<file path="config.mk">
export PLATFORM = sky130hd
export DESIGN_NAME = sfp_norm
export DESIGN_NICKNAME = d
export VERILOG_FILES = /design/src/rtl/sfp_norm.sv
export SDC_FILE = /design/constraint.sdc
export NUM_CORES = 2
export LEC_CHECK = 0
export CAP_MARGIN = 0
export CELL_PAD_IN_SITES_DETAIL_PLACEMENT = 1
export CELL_PAD_IN_SITES_GLOBAL_PLACEMENT = 2
export CORE_ASPECT_RATIO = 1.75
export CORE_UTILIZATION = 30
export CTS_BUF_LIST = sky130_fd_sc_hd__clkbuf_4 sky130_fd_sc_hd__clkbuf_8 sky130_fd_sc_hd__clkbuf_16
export DETAILED_ROUTE_END_ITERATION = 10
export PLACE_DENSITY_LB_ADDON = 0.1
export RECOVER_POWER = 100
export SETUP_SLACK_MARGIN = 0.2
export SLEW_MARGIN = 30
export SYNTH_ARGS = -nofsm -noshare
export SYNTH_HDL_FRONTEND = slang
export SYNTH_SLANG_ARGS = --single-unit
</file>
<file path="constraint.sdc">
create_clock -name clk -period 19.2 [get_ports clk]
set_input_delay 1.92 -clock clk [delete_from_list [all_inputs] [get_ports clk]]
set_output_delay 1.92 -clock clk [all_outputs]
set_load 0.02 [all_outputs]
</file>
<file path="src/rtl/sfp_norm.sv">
// -----------------------------------------------------------------------------
// sfp_norm : special-function normalisation engine.
//
// Accepts one psum row of `col` signed elements and sums their absolute values.
// When asked, it merges a partner core's sum over a valid handshake. It then
// divides every element by (sum >> shift) with `col` parallel restoring
// dividers, which produce one quotient bit per cycle. The normalised row is
// held on the output until the downstream side accepts it. Only one row is in
// flight at a time.
//
// Ports
//   clk            rising-edge clock
//   reset          asynchronous active-low reset
//   in_valid       row vector present
//   in_ready       engine can accept a row (only while idle)
//   in_data        row; element k at [(k+1)*bw_psum-1 : k*bw_psum], signed
//   ext_en         merge the partner sum for this row (sampled at capture)
//   sum_out        local absolute sum offered to the partner
//   sum_out_valid  sum_out is being offered
//   sum_in         partner sum
//   sum_in_valid   partner sum present; consumed in one cycle
//   out_valid      normalised row available
//   out_ready      downstream accepts the row
//   out_data       normalised row, same packing as in_data
//   div0           sticky flag: a row was divided with a zero divisor
//   clr_div0       synchronous clear of div0 (a same-cycle set wins)
// -----------------------------------------------------------------------------
module sfp_norm #(
  parameter int bw_psum = 20,
  parameter int col     = 8,
  parameter int sum_bw  = bw_psum + 4,
  parameter int shift   = 7
) (
  input  logic                     clk,
  input  logic                     reset,
  input  logic                     in_valid,
  output logic                     in_ready,
  input  logic [col*bw_psum-1:0]   in_data,
  input  logic                     ext_en,
  output logic [sum_bw-1:0]        sum_out,
  output logic                     sum_out_valid,
  input  logic [sum_bw-1:0]        sum_in,
  input  logic                     sum_in_valid,
  output logic                     out_valid,
  input  logic                     out_ready,
  output logic [col*bw_psum-1:0]   out_data,
  output logic                     div0,
  input  logic                     clr_div0
);

  // Divisor width: the bits of the sum that remain after the shift.
  localparam int dw = sum_bw - shift;
  localparam int cw = $clog2(bw_psum + 1);

  localparam logic [bw_psum-1:0] one_p      = {{(bw_psum-1){1'b0}}, 1'b1};
  localparam logic [dw-1:0]      div_one_p  = {{(dw-1){1'b0}}, 1'b1};
  localparam logic [cw-1:0]      last_cnt_p = cw'(bw_psum - 1);

  typedef enum logic [2:0] {
    IDLE = 3'd0,
    SUM  = 3'd1,
    EXCH = 3'd2,
    DIV  = 3'd3,
    OUT  = 3'd4
  } state_t;

  // Two's-complement magnitude. The most negative value maps onto
  // 2^(bw_psum-1), which is still representable as an unsigned bw_psum value.
  function automatic logic [bw_psum-1:0] abs_mag(input logic [bw_psum-1:0] x);
    if (x[bw_psum-1]) begin
      abs_mag = ~x + one_p;
    end else begin
      abs_mag = x;
    end
  endfunction

  // Re-apply the element's sign to an unsigned quotient.
  function automatic logic [bw_psum-1:0] apply_sign(input logic neg,
                                                    input logic [bw_psum-1:0] q);
    if (neg) begin
      apply_sign = ~q + one_p;
    end else begin
      apply_sign = q;
    end
  endfunction

  // Unsigned add that clamps at the all-ones value instead of wrapping.
  function automatic logic [sum_bw-1:0] sat_add(input logic [sum_bw-1:0] a,
                                                input logic [sum_bw-1:0] b);
    logic [sum_bw:0] t;
    t = {1'b0, a} + {1'b0, b};
    if (t[sum_bw]) begin
      sat_add = {sum_bw{1'b1}};
    end else begin
      sat_add = t[sum_bw-1:0];
    end
  endfunction

  // Registered state
  state_t                    state_r;
  logic [col*bw_psum-1:0]    data_r;
  logic                      ext_r;
  logic [sum_bw-1:0]         sum_r;
  // Dividend/quotient shift register per element. Dividend bits leave at the
  // MSB and quotient bits enter at the LSB, so after bw_psum steps it holds
  // the quotient.
  logic [bw_psum-1:0]        mag_r   [col];
  logic                      sign_r  [col];
  logic [dw-1:0]             rem_r   [col];
  logic [cw-1:0]             cnt_r;
  logic                      in_ready_r;
  logic [sum_bw-1:0]         sum_out_r;
  logic                      sum_out_valid_r;
  logic                      out_valid_r;
  logic [col*bw_psum-1:0]    out_data_r;
  logic                      div0_r;

  // Combinational datapath
  logic [bw_psum-1:0]        abs_s      [col];
  logic [sum_bw-1:0]         sum_s;
  logic [dw-1:0]             div_raw_s;
  logic [dw-1:0]             div_s;
  logic                      dz_s;
  logic [dw:0]               rem_shift_s [col];
  logic                      ge_s        [col];
  logic [dw-1:0]             rem_next_s  [col];
  logic [bw_psum-1:0]        quo_next_s  [col];
  logic [col*bw_psum-1:0]    res_s;
  logic                      div0_set_s;

  // Absolute values of the latched row and their zero-extended sum.
  always_comb begin
    sum_s = {sum_bw{1'b0}};
    for (int k = 0; k < col; k++) begin
      abs_s[k] = abs_mag(data_r[k*bw_psum +: bw_psum]);
      sum_s    = sum_s + {{(sum_bw-bw_psum){1'b0}}, abs_s[k]};
    end
  end

  // Divisor selection: a zero divisor is replaced by 1 and flagged.
  always_comb begin
    div_raw_s = sum_r[sum_bw-1:shift];
    dz_s      = (div_raw_s == {dw{1'b0}});
    if (dz_s) begin
      div_s = div_one_p;
    end else begin
      div_s = div_raw_s;
    end
    div0_set_s = (state_r == DIV) && dz_s;
  end

  // One restoring-division step per element, plus the signed result that is
  // valid on the final step.
  always_comb begin
    res_s = {(col*bw_psum){1'b0}};
    for (int k = 0; k < col; k++) begin
      rem_shift_s[k] = {rem_r[k], mag_r[k][bw_psum-1]};
      ge_s[k]        = (rem_shift_s[k] >= {1'b0, div_s});
      // When ge_s is set the difference is below the divisor, so it fits in
      // dw bits and the low-bit subtraction is exact.
      if (ge_s[k]) begin
        rem_next_s[k] = rem_shift_s[k][dw-1:0] - div_s;
      end else begin
        rem_next_s[k] = rem_shift_s[k][dw-1:0];
      end
      quo_next_s[k] = {mag_r[k][bw_psum-2:0], ge_s[k]};
      res_s[k*bw_psum +: bw_psum] = apply_sign(sign_r[k], quo_next_s[k]);
    end
  end

  // Control FSM and datapath registers. Reset aborts any row in progress.
  always_ff @(posedge clk or negedge reset) begin
    if (!reset) begin
      state_r         <= IDLE;
      data_r          <= {(col*bw_psum){1'b0}};
      ext_r           <= 1'b0;
      sum_r           <= {sum_bw{1'b0}};
      cnt_r           <= {cw{1'b0}};
      in_ready_r      <= 1'b0;
      sum_out_r       <= {sum_bw{1'b0}};
      sum_out_valid_r <= 1'b0;
      out_valid_r     <= 1'b0;
      out_data_r      <= {(col*bw_psum){1'b0}};
      for (int k = 0; k < col; k++) begin
        mag_r[k]  <= {bw_psum{1'b0}};
        sign_r[k] <= 1'b0;
        rem_r[k]  <= {dw{1'b0}};
      end
    end else begin
      case (state_r)
        IDLE: begin
          if (in_ready_r && in_valid) begin
            data_r     <= in_data;
            ext_r      <= ext_en;
            in_ready_r <= 1'b0;
            state_r    <= SUM;
          end else begin
            // Also raises in_ready on the first edge after reset release.
            in_ready_r <= 1'b1;
          end
        end

        SUM: begin
          sum_r <= sum_s;
          cnt_r <= {cw{1'b0}};
          for (int k = 0; k < col; k++) begin
            mag_r[k]  <= abs_s[k];
            sign_r[k] <= data_r[k*bw_psum + bw_psum - 1];
            rem_r[k]  <= {dw{1'b0}};
          end
          if (ext_r) begin
            sum_out_r       <= sum_s;
            sum_out_valid_r <= 1'b1;
            state_r         <= EXCH;
          end else begin
            state_r <= DIV;
          end
        end

        EXCH: begin
          // Waits indefinitely for the partner.
          if (sum_in_valid) begin
            sum_r           <= sat_add(sum_r, sum_in);
            sum_out_valid_r <= 1'b0;
            state_r         <= DIV;
          end else begin
            sum_out_valid_r <= 1'b1;
          end
        end

        DIV: begin
          for (int k = 0; k < col; k++) begin
            rem_r[k] <= rem_next_s[k];
            mag_r[k] <= quo_next_s[k];
          end
          cnt_r <= cnt_r + {{(cw-1){1'b0}}, 1'b1};
          if (cnt_r == last_cnt_p) begin
            out_data_r  <= res_s;
            out_valid_r <= 1'b1;
            state_r     <= OUT;
          end else begin
            out_valid_r <= 1'b0;
          end
        end

        OUT: begin
          if (out_ready) begin
            out_valid_r <= 1'b0;
            in_ready_r  <= 1'b1;
            state_r     <= IDLE;
          end else begin
            out_valid_r <= 1'b1;
          end
        end

        default: begin
          state_r         <= IDLE;
          in_ready_r      <= 1'b0;
          sum_out_valid_r <= 1'b0;
          out_valid_r     <= 1'b0;
        end
      endcase
    end
  end

  // Sticky divide-by-zero flag; a set in the same cycle beats a clear.
  always_ff @(posedge clk or negedge reset) begin
    if (!reset) begin
      div0_r <= 1'b0;
    end else if (div0_set_s) begin
      div0_r <= 1'b1;
    end else if (clr_div0) begin
      div0_r <= 1'b0;
    end else begin
      div0_r <= div0_r;
    end
  end

  assign in_ready      = in_ready_r;
  assign sum_out       = sum_out_r;
  assign sum_out_valid = sum_out_valid_r;
  assign out_valid     = out_valid_r;
  assign out_data      = out_data_r;
  assign div0          = div0_r;

endmodule

</file>
==> flow_metrics.env <==
export IMPL_clock_sinks=684
export IMPL_io_buffers=377
export IMPL_holdCritPathClass="reg -> reg"
export IMPL_drive_above_1_share=0.0745
export IMPL_cpMostUsedCell="clkbuf_1"
export IMPL_worst_slew_pin_slew_ns=5.62
export IMPL_slew_limit_headroom=-2.75
export IMPL_yosys_cell_types_count=86
export IMPL_postSynthCellCount=4844
export IMPL_hold_violations=0
export IMPL_drt_iter0_drc=1716
export IMPL_ys_warn_count=0
export IMPL_tritoncts="built"
export IMPL_wirelength_um=184000
export IMPL_ys_dominant_reg_cell="dfrtp_1"
export IMPL_fp_dieArea_um2=153000
export IMPL_max_freq_mhz=86.1
export IMPL_drc_errors=0
export IMPL_required_ns=19.64
export IMPL_slowest_stage="clkbuf_1"
export IMPL_reg2reg_slack_ns=7.59
export IMPL_track_usage=0.243
export IMPL_clk_latency_ns=0.71
export IMPL_clk_root_buffer_cell="clkbuf_16"
export IMPL_path_class="reg -> reg"
export IMPL_max_stage_delay_ns=2.37
export IMPL_rsz0062_at_grt="no"
export IMPL_die_w_um=296
export IMPL_cts_setup_buffers=0
export IMPL_viasPerCell=5.26
export IMPL_critPathBufInv=5
export IMPL_netlist_top_cells_area="dfrtp_1 (38%), o21ai_0 (6.9%), fa_1 (5.7%)"
export IMPL_clk_pin_slew_worst_paths_ns=0.07
export IMPL_synth_edff_count=0
export IMPL_syn_nets=5363
export IMPL_final_max_slew_viol_count=1637
export IMPL_yosys_area_top_type="dfrtp_1"
export IMPL_areaGrowthSynthToFinish_pct=18.8
export IMPL_dieHeight_um=516
export IMPL_gp_congestion=0.885
export IMPL_core_um2=150000
export IMPL_outcome="finished with violations"
export IMPL_crit_chain="nand2b_1 > clkbuf_1 > clkbuf_1 > clkbuf_1 > clkbuf_1 > clkbuf_1 > o21ai_0"
export IMPL_grt_pass1_wl_um=273000
export IMPL_grt_antenna_before_repair=11
export IMPL_grt_start_max_net_pins=147
export IMPL_antenna_left=0
export IMPL_worstPathMaxFanout=83
export IMPL_post_synth_top_count_cell="dfrtp_1"
export IMPL_vias=37798
export IMPL_cts_buffers=78
export IMPL_endpoint_kind="register"
export IMPL_synth_seq_area_share=0.378
export IMPL_h_tree_depth=3
export IMPL_mappedNetlistArea_um2=45300
export IMPL_setup_viol_count_final=0
export IMPL_path_delay_family="buffers and inverters"
export IMPL_initial_utilization=0.302
export IMPL_ctsHoldBuffers=0
export IMPL_layout_min_cycle_time_ns=11.61
export IMPL_cp_start_kind="register"
export IMPL_synth_top_area_share=0.378
export IMPL_clockBufferDepth=3
export IMPL_synth_common_cells="dfrtp_1 (684), nand2_1 (626), o21ai_0 (625)"
export IMPL_crit_arrival_ns=12.05
export IMPL_fin_nets=5652
export IMPL_overflow=0
export IMPL_synthArstFlopShare=1.00
export IMPL_post_route_period_util=0.605
export IMPL_drv_cap=33
export IMPL_wire_per_inst_um=25.6
export IMPL_fin_setup_tns_ns=0
export IMPL_ys_ff_latch=684
export IMPL_grt_pass1_vias=40514
export IMPL_violations="capacitance limit, slew limit"
export IMPL_post_dp_hpwl_um=141000
export IMPL_num_io_pins=379
export IMPL_dr_pass1_iters=5
export IMPL_cts_resized=0
export IMPL_syn_avg_cell_area_um2=9.35
export IMPL_clock_skew_ns=0.0280
export IMPL_rows=188
[sequential cells by signal (all words and copies together) (netlist names), 3 cells and up]
signal,flops
cnt_r,5
data_r,160
mag_r,160
out_data,160
rem_r,136
sign_r,8
state_r,3
sum_out,23
sum_r,24
[area by class of cell]
| class | instances | area (um2) |
|---|---|---|
| inverter | 222 | 835 |
| clock inverter | 35 | 400 |
| timing repair buffer | 446 | 4230 |
| tap | 1995 | 2500 |
| sequential | 684 | 17100 |
| multi-input combinational | 3701 | 26500 |
| antenna | 3 | 7.51 |
| fill | 17181 | 96000 |
| clock buffer | 104 | 2220 |
[worst min-delay path, cell delays in order, from the launching register on]
cell     delay [ns]
dfrtp_1        0.33
nand2_1        0.05
o21ai_0        0.06
[placed cells by master (no fill, tap or decap), types with 63 or more instances in the layout]
cell type / Yosys / routed
nor3_1: 66 / 66
nor2_1: 231 / 231
a21oi_1: 199 / 197
xor2_1: 164 / 164
mux2_2: 162 / 162
ha_1: 200 / 200
or3_1: 63 / 63
clkdlybuf4s50_1: 0 / 187
clkbuf_16: 0 / 78
o31ai_1: 70 / 70
inv_1: 220 / 219
a21o_1: 70 / 70
mux2i_1: 204 / 204
fa_1: 128 / 128
xnor2_1: 224 / 224
o21ai_0: 625 / 626
dfrtp_1: 684 / 684
nand2_1: 626 / 625
dlygate4sd3_1: 0 / 189
[path summary, 6_finish.rpt]
path	cells past startpoint	startpoint	endpoint
max	7	state_r[2]$_DFFE_PN0P_	mag_r[40]$_DFFE_PN0P_
min	2	out_data[16]$_DFFE_PN0P_	out_data[16]$_DFFE_PN0P_
max reg2reg	7	state_r[2]$_DFFE_PN0P_	mag_r[40]$_DFFE_PN0P_
min reg2reg	2	out_data[16]$_DFFE_PN0P_	out_data[16]$_DFFE_PN0P_
max in group asynchronous	4	reset	out_data[68]$_DFFE_PN0P_
min in group asynchronous	1	reset	out_data[123]$_DFFE_PN0P_
[kinds of logic (layout without fill, tap and decap cells)]
group | count (synthesis) | in the layout | synth area share
AO/OA/AOI/OAI | 1321 | 1321 | 0.179
buffers and inverters | 459 | 807 | 0.0383
other | 1 | 4 | 0.0000828
flip-flops | 684 | 684 | 0.378
adder cells (fa/ha/maj) | 328 | 328 | 0.112
AND/OR/NAND/NOR | 1297 | 1297 | 0.132
XOR/XNOR | 388 | 388 | 0.0750
multiplexers | 366 | 366 | 0.0854
[per-stage QoR]
| stage | worst slack (ns) | utilization | area (um2) | cells | hold slack [ns] |
|---|---|---|---|---|---|
| finish | 7.59 | 0.359 | 53800 | 7190 | 0.472 |
| global route | 6.64 | 0.359 | 53800 | 7188 | 0.506 |
| CTS | 11.89 | 0.360 | 53900 | 7184 | 0.485 |
| detailed placement | 11.93 | 0.342 | 51300 | 7045 | 0.470 |
| global placement | 11.94 | 0.342 | 51300 | 7045 | 0.461 |
| floorplan | 12.93 | - | 45300 | 4844 | 0.454 |
[layer usage]
layer | part of all wire | global-route usage | wire length [um]
met4 | 0.046 | 0.107 | 8560
met2 | 0.51 | 0.432 | 93800
met3 | 0.033 | 0.0272 | 6060
met5 | 0.000098 | 0 | 18
met1 | 0.41 | 0.291 | 75800
Power is left out: the tool's default activity adds up to more than one toggle a clock period on the data nets, which glitch-free logic cannot reach.
